===== config.mk =====
export PLATFORM = sky130hd
export DESIGN_NAME = alu_share_arbiter
export DESIGN_NICKNAME = d
export VERILOG_FILES = /design/src/rtl/alu_share_arbiter.sv
export SDC_FILE = /design/constraint.sdc
export NUM_CORES = 1
export LEC_CHECK = 0
export ABC_AREA = 1
export CAP_MARGIN = 20
export CORE_MARGIN = 5
export CORE_UTILIZATION = 35
export DETAILED_ROUTE_END_ITERATION = 6
export GPL_TIMING_DRIVEN = 0
export PLACE_DENSITY = 0.7
export SYNTH_ARGS = -nofsm -noshare
export SYNTH_HDL_FRONTEND = slang
export SYNTH_SLANG_ARGS = --single-unit

===== constraint.sdc =====
create_clock -name clk -period 4.3 [get_ports clk]
set_clock_uncertainty 0.1 [all_clocks]
set_input_delay 0.86 -clock clk [delete_from_list [all_inputs] [get_ports clk]]
set_output_delay 0.86 -clock clk [all_outputs]
set_load 0.02 [all_outputs]

===== src/rtl/alu_share_arbiter.sv =====
// Two-port arbiter sharing one combinational ALU: valid/ready request arbitration, a one-entry
// issue register driving the ALU, and a per-port response register with backpressure.
module alu_share_arbiter #(
  parameter int unsigned RR_MODE    = 1,  // 1: round-robin, 0: fixed priority + starvation guard
  parameter int unsigned STARVE_MAX = 8   // fixed-priority only: port 1 wait limit (1..255)
) (
  input  logic        clk,
  input  logic        rst_n,
  input  logic [1:0]  req_valid,
  output logic [1:0]  req_ready,
  input  logic [63:0] req_a,
  input  logic [63:0] req_b,
  input  logic [9:0]  req_shamt,
  input  logic [7:0]  req_alufn,
  output logic [1:0]  rsp_valid,
  input  logic [1:0]  rsp_ready,
  output logic [63:0] rsp_out,
  output logic [1:0]  rsp_cf,
  output logic [31:0] alu_a,
  output logic [31:0] alu_b,
  output logic [4:0]  alu_shamt,
  output logic [3:0]  alu_alufn,
  input  logic [31:0] alu_out,
  input  logic        alu_cf,
  output logic        busy
);

  localparam logic [7:0] StarveMax = 8'(STARVE_MAX);

  logic [1:0]  pending_q, pending_d;
  logic        rr_ptr_q, rr_ptr_d;
  logic [7:0]  starve_cnt_q, starve_cnt_d;
  logic        iss_vld_q, iss_vld_d;
  logic        iss_port_q, iss_port_d;
  logic [31:0] alu_a_q, alu_a_d;
  logic [31:0] alu_b_q, alu_b_d;
  logic [4:0]  alu_shamt_q, alu_shamt_d;
  logic [3:0]  alu_alufn_q, alu_alufn_d;
  logic [1:0]  rsp_valid_q, rsp_valid_d;
  logic [63:0] rsp_out_q, rsp_out_d;
  logic [1:0]  rsp_cf_q, rsp_cf_d;

  logic [1:0]  rsp_hs;
  logic [1:0]  elig;
  logic [1:0]  grant;
  logic        gnt_port;

  // Eligibility and single-winner grant; a port whose result leaves this cycle may re-issue.
  always_comb begin
    rsp_hs = rsp_valid_q & rsp_ready;
    // Gated by rst_n so req_ready stays low while reset is held.
    elig   = req_valid & (~pending_q | rsp_hs) & {2{rst_n}};
    grant  = elig;
    if (elig == 2'b11) begin
      if (RR_MODE != 0) begin
        grant = rr_ptr_q ? 2'b10 : 2'b01;
      end else begin
        grant = (starve_cnt_q == StarveMax) ? 2'b10 : 2'b01;
      end
    end
    gnt_port = grant[1];
  end

  // Next-state for bookkeeping, issue register and response slots.
  always_comb begin
    pending_d = (pending_q & ~rsp_hs) | grant;

    rr_ptr_d = rr_ptr_q;
    if (|grant) rr_ptr_d = ~gnt_port;

    starve_cnt_d = starve_cnt_q;
    if (grant[1] || !req_valid[1]) begin
      starve_cnt_d = '0;
    end else if (elig[1] && (starve_cnt_q != 8'hFF)) begin
      starve_cnt_d = starve_cnt_q + 8'd1;
    end

    // Issue always retires next edge: the target response slot is free by construction.
    iss_vld_d   = |grant;
    iss_port_d  = iss_port_q;
    alu_a_d     = alu_a_q;
    alu_b_d     = alu_b_q;
    alu_shamt_d = alu_shamt_q;
    alu_alufn_d = alu_alufn_q;
    if (|grant) begin
      iss_port_d  = gnt_port;
      alu_a_d     = gnt_port ? req_a[63:32]    : req_a[31:0];
      alu_b_d     = gnt_port ? req_b[63:32]    : req_b[31:0];
      alu_shamt_d = gnt_port ? req_shamt[9:5]  : req_shamt[4:0];
      alu_alufn_d = gnt_port ? req_alufn[7:4]  : req_alufn[3:0];
    end

    // A capture in the same edge as a handshake wins, keeping rsp_valid high.
    rsp_valid_d = rsp_valid_q & ~rsp_hs;
    rsp_out_d   = rsp_out_q;
    rsp_cf_d    = rsp_cf_q;
    if (iss_vld_q) begin
      if (iss_port_q) begin
        rsp_valid_d[1]   = 1'b1;
        rsp_out_d[63:32] = alu_out;
        rsp_cf_d[1]      = alu_cf;
      end else begin
        rsp_valid_d[0]   = 1'b1;
        rsp_out_d[31:0]  = alu_out;
        rsp_cf_d[0]      = alu_cf;
      end
    end
  end

  // State registers; reset discards any in-flight op and undelivered results.
  always_ff @(posedge clk or negedge rst_n) begin
    if (!rst_n) begin
      pending_q    <= '0;
      rr_ptr_q     <= 1'b0;
      starve_cnt_q <= '0;
      iss_vld_q    <= 1'b0;
      iss_port_q   <= 1'b0;
      alu_a_q      <= '0;
      alu_b_q      <= '0;
      alu_shamt_q  <= '0;
      alu_alufn_q  <= '0;
      rsp_valid_q  <= '0;
      rsp_out_q    <= '0;
      rsp_cf_q     <= '0;
    end else begin
      pending_q    <= pending_d;
      rr_ptr_q     <= rr_ptr_d;
      starve_cnt_q <= starve_cnt_d;
      iss_vld_q    <= iss_vld_d;
      iss_port_q   <= iss_port_d;
      alu_a_q      <= alu_a_d;
      alu_b_q      <= alu_b_d;
      alu_shamt_q  <= alu_shamt_d;
      alu_alufn_q  <= alu_alufn_d;
      rsp_valid_q  <= rsp_valid_d;
      rsp_out_q    <= rsp_out_d;
      rsp_cf_q     <= rsp_cf_d;
    end
  end

  assign req_ready = grant;
  assign rsp_valid = rsp_valid_q;
  assign rsp_out   = rsp_out_q;
  assign rsp_cf    = rsp_cf_q;
  assign alu_a     = alu_a_q;
  assign alu_b     = alu_b_q;
  assign alu_shamt = alu_shamt_q;
  assign alu_alufn = alu_alufn_q;
  assign busy      = iss_vld_q | (|pending_q);

endmodule


==> results of run 1 <==
## layer usage
| layer | global-route usage, % | up-vias | share of wire [%] |
|---|---|---|---|
| met5 | 0 | - | 0 |
| met4 | 7.60 | 0 | 2.6 |
| met3 | 7.81 | 36 | 9.6 |
| met2 | 37.4 | 301 | 49 |
| met1 | 26.3 | 3235 | 39 |
| li1 | - | 3378 | - |
## worst max path at each step
stage	start	to	slack, ps
final	rst_n	req_ready[1]	360
after global routing	rst_n	req_ready[1]	190
after CTS	rst_n	req_ready[1]	50
after detailed placement	rst_n	req_ready[1]	60
after global placement	rst_n	req_ready[1]	-5380
after floorplan	rsp_ready[1]	req_ready[1]	1700
## cell families after synthesis
group | share of synthesized area (%)
AND/OR/NAND/NOR | 29.1
buffers and inverters | 11.4
flip-flops | 54.2
AO/OA/AOI/OAI | 5.32
## cell type report
| type | count | area [um2] | share of cell area (%) |
|---|---|---|---|
| sequential | 146 | 3650 | 33.3 |
| timing repair buffer | 329 | 3320 | 30.2 |
| multi-input combinational | 520 | 2320 | 21.1 |
| clock buffer | 19 | 443 | 4.03 |
| inverter | 115 | 432 | 3.93 |
| buffer | 62 | 337 | 3.06 |
| tap | 260 | 325 | 2.96 |
| clock inverter | 13 | 150 | 1.37 |
## flip-flops by register name (all words and copies together) (netlist names)
signal,flops
pending_q,2
alu_b,32
alu_alufn,4
rsp_valid,2
iss_port_q,1
alu_shamt,5
rr_ptr_q,1
rsp_out,64
alu_a,32
iss_vld_q,1
rsp_cf,2
## power by group through the flow
stage                     registers (uW)  logic (uW)  clock network [uW]
after floorplan                     3160        1010                   0
after global routing                2500        3960                1590
final                               2410        3670                1500
after global placement              2410        3680                   0
after CTS                           2410        3730                1520
after detailed placement            2410        3720                   0
## layout by cell type (no fill, tap or decap), drive strengths merged
master,synthesis,layout
nor2,73,73
bufinv,0,2
a21oi,1,1
o21ai,70,70
clkinv,0,6
nand2,155,155
clkinvlp,0,2
buf,49,51
or3,1,1
clkdlybuf4s50,0,327
dfrtp,146,146
nand3,220,220
clkbuf,13,32
inv,115,118
## metrics by stage
stage | instance area [um2] | utilization [%] | cells
finish | 11000 | 58.3 | 1464
global route | 11000 | 58.3 | 1464
CTS | 11000 | 58.3 | 1464
detailed placement | 10400 | 55.1 | 1432
global placement | 10400 | 55.0 | 1431
floorplan | 6740 | - | 843
==> results_dict.tcl, run 1 <==
set metrics [dict create \
    run_status "finished, final reports clean" \
    rsz0062_at_grt "no" \
    combPwrFrac_pct 48.5 \
    clock_path_buffers 2 \
    cts-hold-fix-buffers 0 \
    crit_type "in -> out" \
    synthTopCellsByArea "dfrtp_1 54%, nand3_1 16%, nand2_1 8.6%, inv_1 6.4%, o21ai_0 5.1%" \
    slew_viol_final 0 \
    yosys_warnings 0 \
    cp.required_ps 3340 \
    switchingPower_uw 2960 \
    cts_root_buffer "clkbuf_16" \
    cp.arrival_ps 2980 \
    drv_cap 0 \
    path_depth 8 \
    cp_max_fo 90 \
    crit_buf_inv 5 \
    post_cts_buffers 0 \
    dr_total_vias 6950 \
    hpwl_um 19000 \
    start_util_pct 35.8 \
    die_x_um 149 \
    track_usage_pct 22.1 \
    rows 50 \
    numCtsBuffers 17 \
    syn_nets 1028 \
    ios 329 \
    final_layout_size_suffix_gt1_share_pct 6.89 \
    crit_family "buffers and inverters" \
    ff2ff_path_depth 7 \
    critPathMaxStageDelay_ps 640 \
    r2r_slack_ps 2650 \
    diodes 0 \
    htreeDepth 4 \
    layout_setup_ws_ps 357 \
    power.internal_uw 4610 \
    rr_endpoint "alu_b[3]" \
    die_area_um2 22100 \
    whs_ps 264 \
    hold_violations 0 \
    min_period_ps 3940 \
    yosys.area.top_type "dfrtp_1" \
    avgSynthCellArea_um2 8.00 \
    path_clk_slew_ps 60 \
    synth_area_um2 6740 \
    grt-ovfl-total 0 \
    avgRoutedWirePerCell_um 16.9 \
    power.leakage_uw 0.00524 \
    grt_max_degree 91 \
    pwr-share-seq_pct 31.8 \
    pwr-share-clk_pct 19.8 \
    synthArstFlopShare_pct 100 \
    drc_errors 0 \
    synth_edf_count 0 \
    insertion_delay_ps 410 \
    drt-pass1-iter-count 7 \
    yosys.area.top_type_share_pct 54.2 \
    crit_path_start_kind "input port" \
    antenna_left 0 \
    power_uw 7570 \
    ctsResizeCount 0 \
    finalCritPeriodShare_pct 91.7 \
    power.density_nw_per_um2 690 \
    synth-main-ff-cell "dfrtp_1" \
    fillCellCount 1755 \
    synth_commonest_cells "220 x nand3_1, 155 x nand2_1, 146 x dfrtp_1" \
    yosysMostFrequentCell "nand3_1" \
    r2r-start "rsp_valid[1]" \
    endpoint_kind "primary output" \
    cts_tree "built" \
    synth_seq_cells 146 \
    grt_first_pass_wirelength_um 38200 \
    crit_chain "buf_12 > nand2_1 > a21oi_2 > nand2_1 > buf_4 > buf_6 > inv_1 > clkdlybuf4s50_1" \
    ir_drop_mv 0.316 \
    crit_top_cell "nand2_1" \
    io_buffers 328 \
    setup_viol 0 \
    switching_share_pct 39.1 \
    drt_wl_total_um 24800 \
    antenna_found_initial 0 \
    clock-sinks 146 \
    drtIter0Drc 399 \
    tightest_slew_ps 507 \
    clock.fmax_ghz 0.254 \
    dp_slack_ps 56.0 \
    hp-class "in -> async" \
    die_h_um 149 \
    postSynthCellCount 843 \
    routabilityCongestion 0.881 \
    final_nets 1376 \
    vias_per_cell 4.75 \
    synth-seq-area-share_pct 54.2 \
    post_synth_num_cell_types 13 \
    slowest_stage "clkdlybuf4s50_1" \
    syn_to_final_growth_pct 62.9 \
    fp.coreArea_um2 18800 \
    slew_headroom_pct 66.2 \
    grt_pass1_vias 7051 \
    tns_ps 0 \
]
(Power assumes the default switching activity.)
==> inputs of run 2 (changes only) <==
--- a/config.mk
+++ b/config.mk
@@ -11,6 +11,7 @@
 export CORE_UTILIZATION = 35
 export DETAILED_ROUTE_END_ITERATION = 6
 export GPL_TIMING_DRIVEN = 0
+export HOLD_SLACK_MARGIN = 0.05
 export PLACE_DENSITY = 0.7
 export SYNTH_ARGS = -nofsm -noshare
 export SYNTH_HDL_FRONTEND = slang
==> results of run 2 <==
Final layout, timing and power as in run 1 (identical DEF).
==> inputs of run 3 (changes only) <==
--- a/config.mk
+++ b/config.mk
@@ -6,13 +6,12 @@
 export NUM_CORES = 1
 export LEC_CHECK = 0
 export ABC_AREA = 1
-export CAP_MARGIN = 20
 export CORE_MARGIN = 5
 export CORE_UTILIZATION = 35
 export DETAILED_ROUTE_END_ITERATION = 6
 export GPL_TIMING_DRIVEN = 0
 export HOLD_SLACK_MARGIN = 0.05
-export PLACE_DENSITY = 0.7
+export PLACE_DENSITY = 0.75
 export SYNTH_ARGS = -nofsm -noshare
 export SYNTH_HDL_FRONTEND = slang
 export SYNTH_SLANG_ARGS = --single-unit
==> results_dict.tcl, run 3 (same netlist as run 1, synthesis figures left out) <==
set metrics [dict create \
    fp.coreArea_um2 18800 \
    power.density_nw_per_um2 685 \
    avgRoutedWirePerCell_um 16.8 \
    die_x_um 149 \
    cts-hold-fix-buffers 0 \
    tightest_slew_ps 468 \
    grt_max_degree 81 \
    cp_max_fo 81 \
    cts_tree "built" \
    insertion_delay_ps 410 \
    cp.required_ps 3340 \
    endpoint_kind "primary output" \
    start_util_pct 35.8 \
    hpwl_um 18600 \
    antenna_left 0 \
    drt-pass1-iter-count 5 \
    io_buffers 328 \
    clock.fmax_ghz 0.249 \
    ff2ff_path_depth 8 \
    post_cts_buffers 0 \
    grt-ovfl-total 0 \
    track_usage_pct 21.9 \
    min_period_ps 4010 \
    dr_total_vias 6995 \
    drt_wl_total_um 24600 \
    crit_family "buffers and inverters" \
    slew_headroom_pct 68.8 \
    drv_cap 0 \
    largest_reg_flops 64 \
    tns_ps 0 \
    layout_setup_ws_ps 291 \
    htreeDepth 4 \
    cts_root_buffer "clkbuf_16" \
    grt_first_pass_wirelength_um 38100 \
    vias_per_cell 4.77 \
    run_status "finished, final reports clean" \
    rsz0062_at_grt "no" \
    numCtsBuffers 17 \
    crit_type "in -> out" \
    final_layout_size_suffix_gt1_share_pct 6.97 \
    setup_viol 0 \
    critPathMaxStageDelay_ps 640 \
    antenna_found_initial 3 \
    drc_errors 0 \
    path_clk_slew_ps 60 \
    utilization_pct 58.4 \
    die_area_um2 22100 \
    cp.arrival_ps 3050 \
    crit_buf_inv 8 \
    die_h_um 149 \
    ios 329 \
    rows 50 \
    clock-sinks 146 \
    final_cell_mix "327 x clkdlybuf4s50_1, 220 x nand3_1, 155 x nand2_1" \
    rr_endpoint "alu_b[30]" \
    power.leakage_uw 0.00525 \
    power_uw 7530 \
    dp_slack_ps -176 \
    slew_viol_final 0 \
    hold_violations 0 \
    drtIter0Drc 269 \
    final_common_cell "clkdlybuf4s50_1" \
    fillCellCount 1698 \
    crit_path_start_kind "input port" \
    r2r_slack_ps 2620 \
    finalCritPeriodShare_pct 93.2 \
    r2r-start "rsp_valid[0]" \
    slowest_stage "clkdlybuf4s50_1" \
    clock_path_buffers 2 \
    hp-class "in -> async" \
    grt_pass1_vias 6961 \
    crit_chain "buf_12 > buf_16 > nand2_1 > inv_1 > nand2_1 > buf_2 > buf_4 > inv_1 > nand2_1 > inv_1 > clkdlybuf4s50_1" \
    final_nets 1377 \
    routabilityCongestion 0.871 \
    ir_drop_mv 0.390 \
    syn_to_final_growth_pct 63.1 \
]
run 3: cell types whose count changed in the layout (fill, tap and decap cells not counted):
cell,before,now
clkbuf_16,17,18
inv_6,3,2
bufinv_16,2,0
clkinvlp_4,2,0
clkbuf_8,1,4
inv_8,0,2
clkinv_2,1,0
diode_2,0,2
clkinv_4,5,6
run 3: how the worst max path moves through the flow:
stage / start / endpoint / cells past startpoint
final: rst_n / req_ready[0] / 11
after global routing: rst_n / req_ready[0] / 11
after CTS: rst_n / req_ready[0] / 11
after detailed placement: rst_n / req_ready[0] / 11
after global placement: rst_n / req_ready[1] / 8
after floorplan: rsp_ready[1] / req_ready[1] / 6
run 3: report_power, final:
part / total (uW) / switching, uW / internal, uW
Sequential: 2410 / 377 / 2030
Clock: 1440 / 625 / 819
Combinational: 3670 / 1970 / 1700
Total: 7530 / 2970 / 4560
run 3: area by class of cell:
| type | instances | area (um2) | area share (%) |
|---|---|---|---|
| tap | 260 | 325 | 2.96 |
| timing repair buffer | 330 | 3350 | 30.4 |
| antenna | 2 | 5.00 | 0.0455 |
| multi-input combinational | 520 | 2320 | 21.1 |
| clock buffer | 22 | 484 | 4.40 |
| inverter | 115 | 432 | 3.93 |
| buffer | 62 | 337 | 3.06 |
| sequential | 146 | 3650 | 33.2 |
| clock inverter | 10 | 92.6 | 0.842 |
run 3: routing by layer:
layer | vias up | global-route usage, % | wire, um
li1 | 3375 | - | -
met1 | 3312 | 26.2 | 9660
met2 | 278 | 37.4 | 12300
met3 | 28 | 7.17 | 2230
met4 | 2 | 6.86 | 443
met5 | - | 0 | 13
run 3: through the flow:
step / std cells / cell area [um2] / hold WS [ps]
2_1_floorplan: 843 / 6740 / 377
3_3_place_gp: 1431 / 10400 / 366
5_1_grt: 1467 / 11000 / 275
4_1_cts: 1464 / 11000 / 262
6_report: 1467 / 11000 / 262
3_5_place_dp: 1432 / 10400 / 373
run 3: repair_timing:
action                     CTS  global route
setup endpoints to repair    2             1
gates resized for setup      2             0
cloned                       0             1
